`config.mk`:
```
export PLATFORM = sky130hd
export DESIGN_NAME = nibble_serial_adder
export DESIGN_NICKNAME = d
export VERILOG_FILES = /design/src/rtl/adder_pkg.sv /design/src/rtl/nibble_add4.sv /design/src/rtl/nibble_serial_adder.sv
export SDC_FILE = /design/constraint.sdc
export NUM_CORES = 1
export LEC_CHECK = 0
export BUFFER_PORTS_ARGS = -buffer_cell sky130_fd_sc_hd__buf_2
export CAP_MARGIN = 10
export CORE_MARGIN = 3
export CORE_UTILIZATION = 50
export CTS_CLUSTER_SIZE = 12
export DETAILED_ROUTE_END_ITERATION = 10
export PLACE_DENSITY = 0.78
export SETUP_SLACK_MARGIN = 0.15
export SYNTH_ARGS = -nofsm -noshare
export SYNTH_HDL_FRONTEND = slang
export SYNTH_SLANG_ARGS = --single-unit
```
`constraint.sdc`:
```
create_clock -name clk -period 2.8 [get_ports clk]
set_clock_uncertainty 0.15 [all_clocks]
set_input_delay 0.42 -clock clk [delete_from_list [all_inputs] [get_ports clk]]
set_output_delay 0.42 -clock clk [all_outputs]
set_load 0.02 [all_outputs]
```
`src/rtl/adder_pkg.sv`:
```
// Shared types and helpers for the nibble-serial adder.
// Holds the FSM state encoding, nibble width and the WIDTH legality check.
package adder_pkg;

    typedef enum logic [1:0] {
        IDLE = 2'd0,
        RUN  = 2'd1,
        DONE = 2'd2
    } state_t;

    localparam int NIBBLE_W = 4;

    // WIDTH must be a positive whole number of nibbles.
    function automatic bit width_ok(input int w);
        return (w >= NIBBLE_W) && ((w % NIBBLE_W) == 0);
    endfunction

endpackage

```
`src/rtl/nibble_add4.sv`:
```
// Combinational 4-bit ripple adder used once per RUN cycle.
// c_msb is the carry into bit 3, used for signed overflow detection.
module nibble_add4 (
    input  logic [3:0] a,
    input  logic [3:0] b,
    input  logic       cin,
    output logic [3:0] sum,
    output logic       cout,
    output logic       c_msb
);

    logic [4:0] c;

    // Bit-by-bit ripple through the internal carry chain.
    always_comb begin
        c      = '0;
        sum    = '0;
        c[0]   = cin;
        for (int i = 0; i < 4; i++) begin
            sum[i]   = a[i] ^ b[i] ^ c[i];
            c[i+1]   = (a[i] & b[i]) | (c[i] & (a[i] ^ b[i]));
        end
        cout  = c[4];
        c_msb = c[3];
    end

endmodule

```
`src/rtl/nibble_serial_adder.sv`:
```
// Multi-cycle WIDTH-bit adder processing one nibble per clock, valid/ready both sides.
// Optional signed-overflow output `ovf` enabled by defining NSA_OVF_FLAG_EN.
module nibble_serial_adder
    import adder_pkg::*;
#(
    parameter int WIDTH = 16
) (
    input  logic             clk,
    input  logic             rst,
    input  logic             in_valid,
    output logic             in_ready,
    input  logic [WIDTH-1:0] a,
    input  logic [WIDTH-1:0] b,
    input  logic             cin,
    output logic             out_valid,
    input  logic             out_ready,
    output logic [WIDTH-1:0] sum,
    output logic             cout
`ifdef NSA_OVF_FLAG_EN
    ,
    output logic             ovf
`endif
);

    localparam int NIBBLES = WIDTH / NIBBLE_W;
    localparam int CW      = (NIBBLES > 1) ? $clog2(NIBBLES) : 1;

    generate
        if (!width_ok(WIDTH)) begin : g_bad_width
            $error("nibble_serial_adder: WIDTH must be a multiple of 4 and >= 4");
        end
    endgenerate

    state_t                    state;
    logic [WIDTH-1:0]          a_sh;
    logic [WIDTH-1:0]          b_sh;
    logic [WIDTH-1:0]          sum_r;
    logic                      carry;
    logic [CW-1:0]             cnt;
    logic                      cout_r;
    logic [NIBBLE_W-1:0]       nib_sum;
    logic                      nib_cout;
    logic [WIDTH+NIBBLE_W-1:0] sum_cat;
    logic                      last;

`ifdef NSA_OVF_FLAG_EN
    logic                      nib_c_msb;
    logic                      ovf_r;
`else
    logic                      c_msb_unused;
`endif

    nibble_add4 u_add4 (
        .a     (a_sh[NIBBLE_W-1:0]),
        .b     (b_sh[NIBBLE_W-1:0]),
        .cin   (carry),
        .sum   (nib_sum),
        .cout  (nib_cout),
`ifdef NSA_OVF_FLAG_EN
        .c_msb (nib_c_msb)
`else
        .c_msb (c_msb_unused)
`endif
    );

    // New nibble enters at the top; the sum register slides right by one nibble.
    assign sum_cat = {nib_sum, sum_r};
    assign last    = (cnt == CW'(NIBBLES - 1));

    // FSM, shift registers, carry register and registered results.
    always_ff @(posedge clk) begin
        if (rst) begin
            state  <= IDLE;
            a_sh   <= '0;
            b_sh   <= '0;
            sum_r  <= '0;
            carry  <= 1'b0;
            cnt    <= '0;
            cout_r <= 1'b0;
`ifdef NSA_OVF_FLAG_EN
            ovf_r  <= 1'b0;
`endif
        end else begin
            unique case (state)
                IDLE: begin
                    if (in_valid) begin
                        a_sh  <= a;
                        b_sh  <= b;
                        carry <= cin;
                        cnt   <= '0;
                        state <= RUN;
                    end
                end
                RUN: begin
                    sum_r <= sum_cat[WIDTH+NIBBLE_W-1:NIBBLE_W];
                    a_sh  <= a_sh >> NIBBLE_W;
                    b_sh  <= b_sh >> NIBBLE_W;
                    carry <= nib_cout;
                    cnt   <= cnt + 1'b1;
                    if (last) begin
                        cout_r <= nib_cout;
`ifdef NSA_OVF_FLAG_EN
                        ovf_r  <= nib_c_msb ^ nib_cout;
`endif
                        state  <= DONE;
                    end
                end
                DONE: begin
                    if (out_ready) begin
                        state <= IDLE;
                    end
                end
                default: state <= IDLE;
            endcase
        end
    end

    assign in_ready  = (state == IDLE) && !rst;
    assign out_valid = (state == DONE);
    assign sum       = sum_r;
    assign cout      = cout_r;
`ifdef NSA_OVF_FLAG_EN
    assign ovf       = ovf_r;
`endif

endmodule

```
# Word-level counts from Yosys, hierarchy flattened

Cells that the tools add are included.

Output and inout port bits: 19
Bits in registers: 54

Equality and inequality tests: 6
Reduce and logical (&&, ||, !) cells: 7
Add/sub/neg operators: 1
Muxes and demuxes: 12
Bitwise logic cells: 20

Operators by type and width:

| operator            | count |
|---|---|
| $pmux 16 s2         | 2 |
| $mux 16             | 2 |
| $and 1x1->1         | 8 |
| $mux 2              | 4 |
| $xor 1x1->1         | 8 |
| $pmux 2 s3          | 1 |
| $eq 2x2->1 const B  | 2 |
| $ne 2x2->1 const B  | 2 |
| $or 1x1->1          | 4 |
| $pmux 2 s2          | 1 |
| $reduce_and 2->1    | 2 |
| $reduce_and 3->1    | 1 |
| $add 2x1->2 const B | 1 |
| $eq 2x1->1 const B  | 1 |
| $logic_not 2->1     | 1 |
| $ne 2x1->1 const B  | 1 |
| $pmux 1 s2          | 1 |
| $reduce_bool 2->1   | 1 |
| $logic_and 1x1->1   | 1 |
| $logic_not 1->1     | 1 |
| $mux 1              | 1 |

# Logic depth before layout (Yosys ltp)

Depth after elaboration: 10
Gate-level depth with buffers: 9

# Modules after synthesis

Synthesis repeated with hierarchy kept, for this count alone.

Cells, all modules: 251
Area, all modules: 2379.8 µm²

Modules (own cells, without submodules):

| module              | area each (µm²) | sequential area each (µm²) | cells an instance | instances |
|---|---|---|---|---|
| nibble_serial_adder | 2269.7          | 1081.0                     | 239               | 1 |
| nibble_add4         | 110.1           | 0.0                        | 12                | 1 |

# Least setup slack after synthesis

OpenSTA, ideal clock, no wires.

Path type: register -> register
Start point: reg a_sh[0]
End point: reg sum_r[15] (netlist: sum[15])
Data required time: 2564 ps
Stages on the path, launching flop included: 9
Data arrival time: 1942 ps
Setup time: 86 ps
Setup slack: 622 ps
Path through: dfxtp_1 -> fa_1 -> inv_1 -> fa_1 -> inv_1 -> fa_1 -> inv_1 -> fa_1 -> a211oi_1

Longest elaborated chain between the ends: 8
Elaborated cells between the ends (all ways): 9
Those cells by class: bitwise: 9

Ends and longest elaborated chain:

| element                | line                      | source |
|---|---|---|
| start, declared        | nibble_serial_adder.sv:35 | `logic [WIDTH-1:0] a_sh;` |
| start signal, assigned | nibble_serial_adder.sv:96 | `a_sh <= a_sh >> NIBBLE_W;` |
| $xor 1x1->1            | nibble_add4.sv:21         | `c[i+1] = (a[i] & b[i]) \| (c[i] & (a[i] ^ b[i]));` |
| $and 1x1->1            | nibble_add4.sv:21         |  |
| $or 1x1->1 *           | nibble_add4.sv:21         |  |
| $and 1x1->1 *          | nibble_add4.sv:21         |  |
| $or 1x1->1 *           | nibble_add4.sv:21         |  |
| $and 1x1->1 *          | nibble_add4.sv:21         |  |
| $or 1x1->1 *           | nibble_add4.sv:21         |  |
| $xor 1x1->1 *          | nibble_add4.sv:20         | `sum[i] = a[i] ^ b[i] ^ c[i];` |
| end signal, assigned   | nibble_serial_adder.sv:95 | `sum_r <= sum_cat[WIDTH+NIBBLE_W-1:NIBBLE_W];` |
| end, declared          | nibble_serial_adder.sv:37 | `logic [WIDTH-1:0] sum_r;` |

Every way passes the cells marked *; elsewhere a longest branch is shown, timed or not.
A chain may end at the register's enable or synchronous reset.

# Final worst setup path

Same ends and word-level chain as after synthesis.

==> qor_table.md <==
| Result | Value |
| --- | --- |
| Final HPWL from detailed placement | 3178 um |
| Relative slew margins | 0.5921 |
| Clock latency reported for the late side of the worst-skew pair | 0.31 ns |
| Fin cells | 341 |
| Type of destination of the critical path | register |
| Overall die area | 5395 um^2 |
| Max-capacitance violation count | 0 |
| Rows | 23 |
| Number of cells on the critical path | 8 |
| # setup viols final | 0 |
| Flip-flop and latch count after synthesis | 54 |
| Arrival time of the worst setup path | 2.40 ns |
| Resize count post-CTS | 0 |
| Maximum VDD drop | 0.0004377 V |
| Height of the chip | 73.45 um |
| Number of design-rule violations left by the first detailed-router iteration | 83 |
| Yosys synthesis warning count | 0 |
| Final-report hold violation count | 0 |
| Routed via count divided by cell count | 5.387 |
| Number of post-CTS setup repair buffers | 0 |
| Sum Neg Setup Slack | 0 ns |
| Static leakage | 1.118 nW |
| Worst hold path cell count | 3 |
| Antenna violations before repair | 0 |
| Fill count | 383 |
| Data required time at the worst endpoint | 2.88 ns |
| Starting Density | 0.5414 |
| Power per unit of standard cell area | 571.6 nW/um^2 |
| TritonCTS Buffers | 5 |
| Critical-path cell list | fa_1 -> inv_1 -> fa_1 -> inv_1 -> fa_1 -> inv_1 -> fa_1 -> a211oi_1 |
| Transition time at the pin with the least slew margin | 0.6103 ns |
| Max stage delay on crit path | 0.42 ns |
| Worst Path Buf+Inv | 3 |
| Share of power burned in registers | 0.570 |
| Part of the cycle the worst path needs | 0.8295 |
| Post-Synthesis Cells | 245 |
| Setup CP Type | register to register |
| Inserted Diodes | 0 |
| Maximum count of clock buffers along a single path | 2 |
| Highest-delay cell along the critical path | sky130_fd_sc_hd__fa_1 |
| Maximum fanout along the worst path | 2 |
| Wire per inst | 13.51 um |
| Maximum number of pins on one net before global-route repair | 32 |
| Post-route worst setup slack | 0.4773 ns |
| Total standard cell area after synthesis | 2275 um^2 |
| Top-level I/O count | 56 |
| Max frequency | 0.4305 GHz |
| Die width | 73.45 um |
| Count of buffers inserted at the top-level ports | 55 |
| Final Max Slew Viols | 0 |
| Clock Tree Root | sky130_fd_sc_hd__clkbuf_8 |
| Antenna viol nets, final | 0 |
| Number of different library cells in the post-synthesis netlist | 28 |
| Internal power component | 1.105 mW |
| Vias | 1837 |
| Sum of routed wire length over all layers | 4607 um |
| Outcome | complete, no violations |
| Setup repair after global routing missed its margin | no |
| Top cell type by total area after synthesis | sky130_fd_sc_hd__dfxtp_1 |
| Average cell area after synthesis | 9.284 um^2 |
| Total number of clock tree sinks | 54 |
| Post-Place Setup Slack | 0.4850 ns |
| Std-Cell Core Area | 4202 um^2 |
| R2R cell count | 8 |
| Top delay family on crit path | adder cells |
| Placer congestion estimate | 0.7925 |
| Clock network fraction of design power | 0.286 |
| Nets | 334 |
| DRC errors left | 0 |
| Yosys top cell area share | 0.4752 |
| Pre-antenna DRT Iters | 4 |
| Tmin final | 2.323 ns |
| Clock transition at path regs | 0.09 ns |
| Total placed cells including tap cells | 335 |
| GRT Total Usage | 0.1776 |
| Total gr overflow | 0 |
| Vias in the first global route | 1603 |
| Switching power | 383.3 uW |
| Share of total power in combinational logic | 0.143 |
| Crit-path most repeated cell | sky130_fd_sc_hd__fa_1 |
| Post-Synthesis Net Count | 287 |
| Sw Ratio | 0.2576 |
| CTS tree | built |
| Share of final-layout standard cells stronger than drive strength 1 | 0.3196 |
| Top cells by area in the synthesized netlist | sky130_fd_sc_hd__dfxtp_1 48%, sky130_fd_sc_hd__o221a_2 12%, sky130_fd_sc_hd__a21oi_1 9.2% |
| Startpoint Class | register |
| Hold buffer count at cts | 0 |
| Type of the worst min-delay path | input port to register |
| Maximum level of the CTS H-tree | 2 |
| Wire length of the first global-routing pass | 7396 um |
| Share of the yosys chip area belonging to registers | 0.4752 |
| P&R area growth vs syn | 14.47% |
power by group through the flow:
stage	Clock, mW	Combinational [mW]	Sequential [mW]
after floorplan	0	0.152	0.868
after CTS	0.438	0.216	0.849
after detailed placement	0	0.215	0.867
after global placement	0	0.210	0.866
after global routing	0.462	0.240	0.855
final	0.426	0.213	0.848
cell families after synthesis:
group / share of synthesized area
buffers and inverters: 0.1078
AOI/OAI and AO/OA: 0.2624
muxes: 0.008801
DFF: 0.4752
adders and majority gates: 0.04070
and+or+nand+nor: 0.1051
stage by stage:
stage / utilization / power [mW] / hold slack (ns) / instance area (um^2)
final: 0.6197 / 1.488 / 0.1967 / 2604
after global routing: 0.6197 / 1.557 / 0.2039 / 2604
after CTS: 0.6197 / 1.502 / 0.1912 / 2604
after detailed placement: 0.6001 / 1.082 / 0.2997 / 2521
after global placement: 0.6001 / 1.075 / 0.2889 / 2521
after floorplan: - / 1.020 / 0.3039 / 2275
placed cells by master, fill, tap and decap left out, drive strengths merged:
cell type,count
buf,59
dfxtp,54
a21oi,42
inv,33
nand2,28
o221a,25
nor2,13
a22oi,8
clkbuf,6
fa,4
nor3,2
nand2b,2
mux2i,2
nand3b,2
o21ai,2
a211oi,2
nor2b,2
o21bai,1
and2b,1
a311oi,1
nor3b,1
ha,1
routing by layer:
metal / vias to the layer above / share of wire / track usage
met5: - / 0 / 0
met4: 0 / 0.011 / 0.07243
met3: 5 / 0.069 / 0.04514
met2: 55 / 0.46 / 0.2785
met1: 847 / 0.46 / 0.2326
li1: 930 / - / -
flip-flops by register name (all words and copies together), names as in the netlist:
signal / flops
sum: 16
b_sh: 16
a_sh: 16
cout: 1
cnt: 2
state: 2
carry: 1
synth_stat cells, drive strengths merged:
cell type / number
dfxtp: 54
a21oi: 42
inv: 33
nand2: 28
o221a: 25
nor2: 13
buf: 11
a22oi: 8
clkbuf: 8
fa: 4
a211oi: 2
mux2i: 2
nand2b: 2
nand3b: 2
nor2b: 2
nor3: 2
o21ai: 2
a311oi: 1
and2b: 1
ha: 1
nor3b: 1
o21bai: 1
final timing paths:
kind / from / end / slack [ns]
worst max-delay path: a_sh[0] / sum[15] / 0.48
worst min-delay path: b[13] / b_sh[13] / 0.20
worst max register to register: a_sh[0] / sum[15] / 0.48
worst min register to register: sum[0] / sum[0] / 0.31
tightest hold or removal path: stages:
cell and delay (ns):
sky130_fd_sc_hd__buf_2 0.07, sky130_fd_sc_hd__a22oi_1 0.05, sky130_fd_sc_hd__nor2_1 0.07
cell type report:
type,count,area (um^2),area share
inverter,33,123.9,0.04757
tap,50,62.56,0.02403
timing repair buffer,59,305.3,0.1173
multi-input combinational,139,948.4,0.3642
clock buffer,6,82.58,0.03172
sequential,54,1081,0.4152
Power figures use the tool's default switching activity.
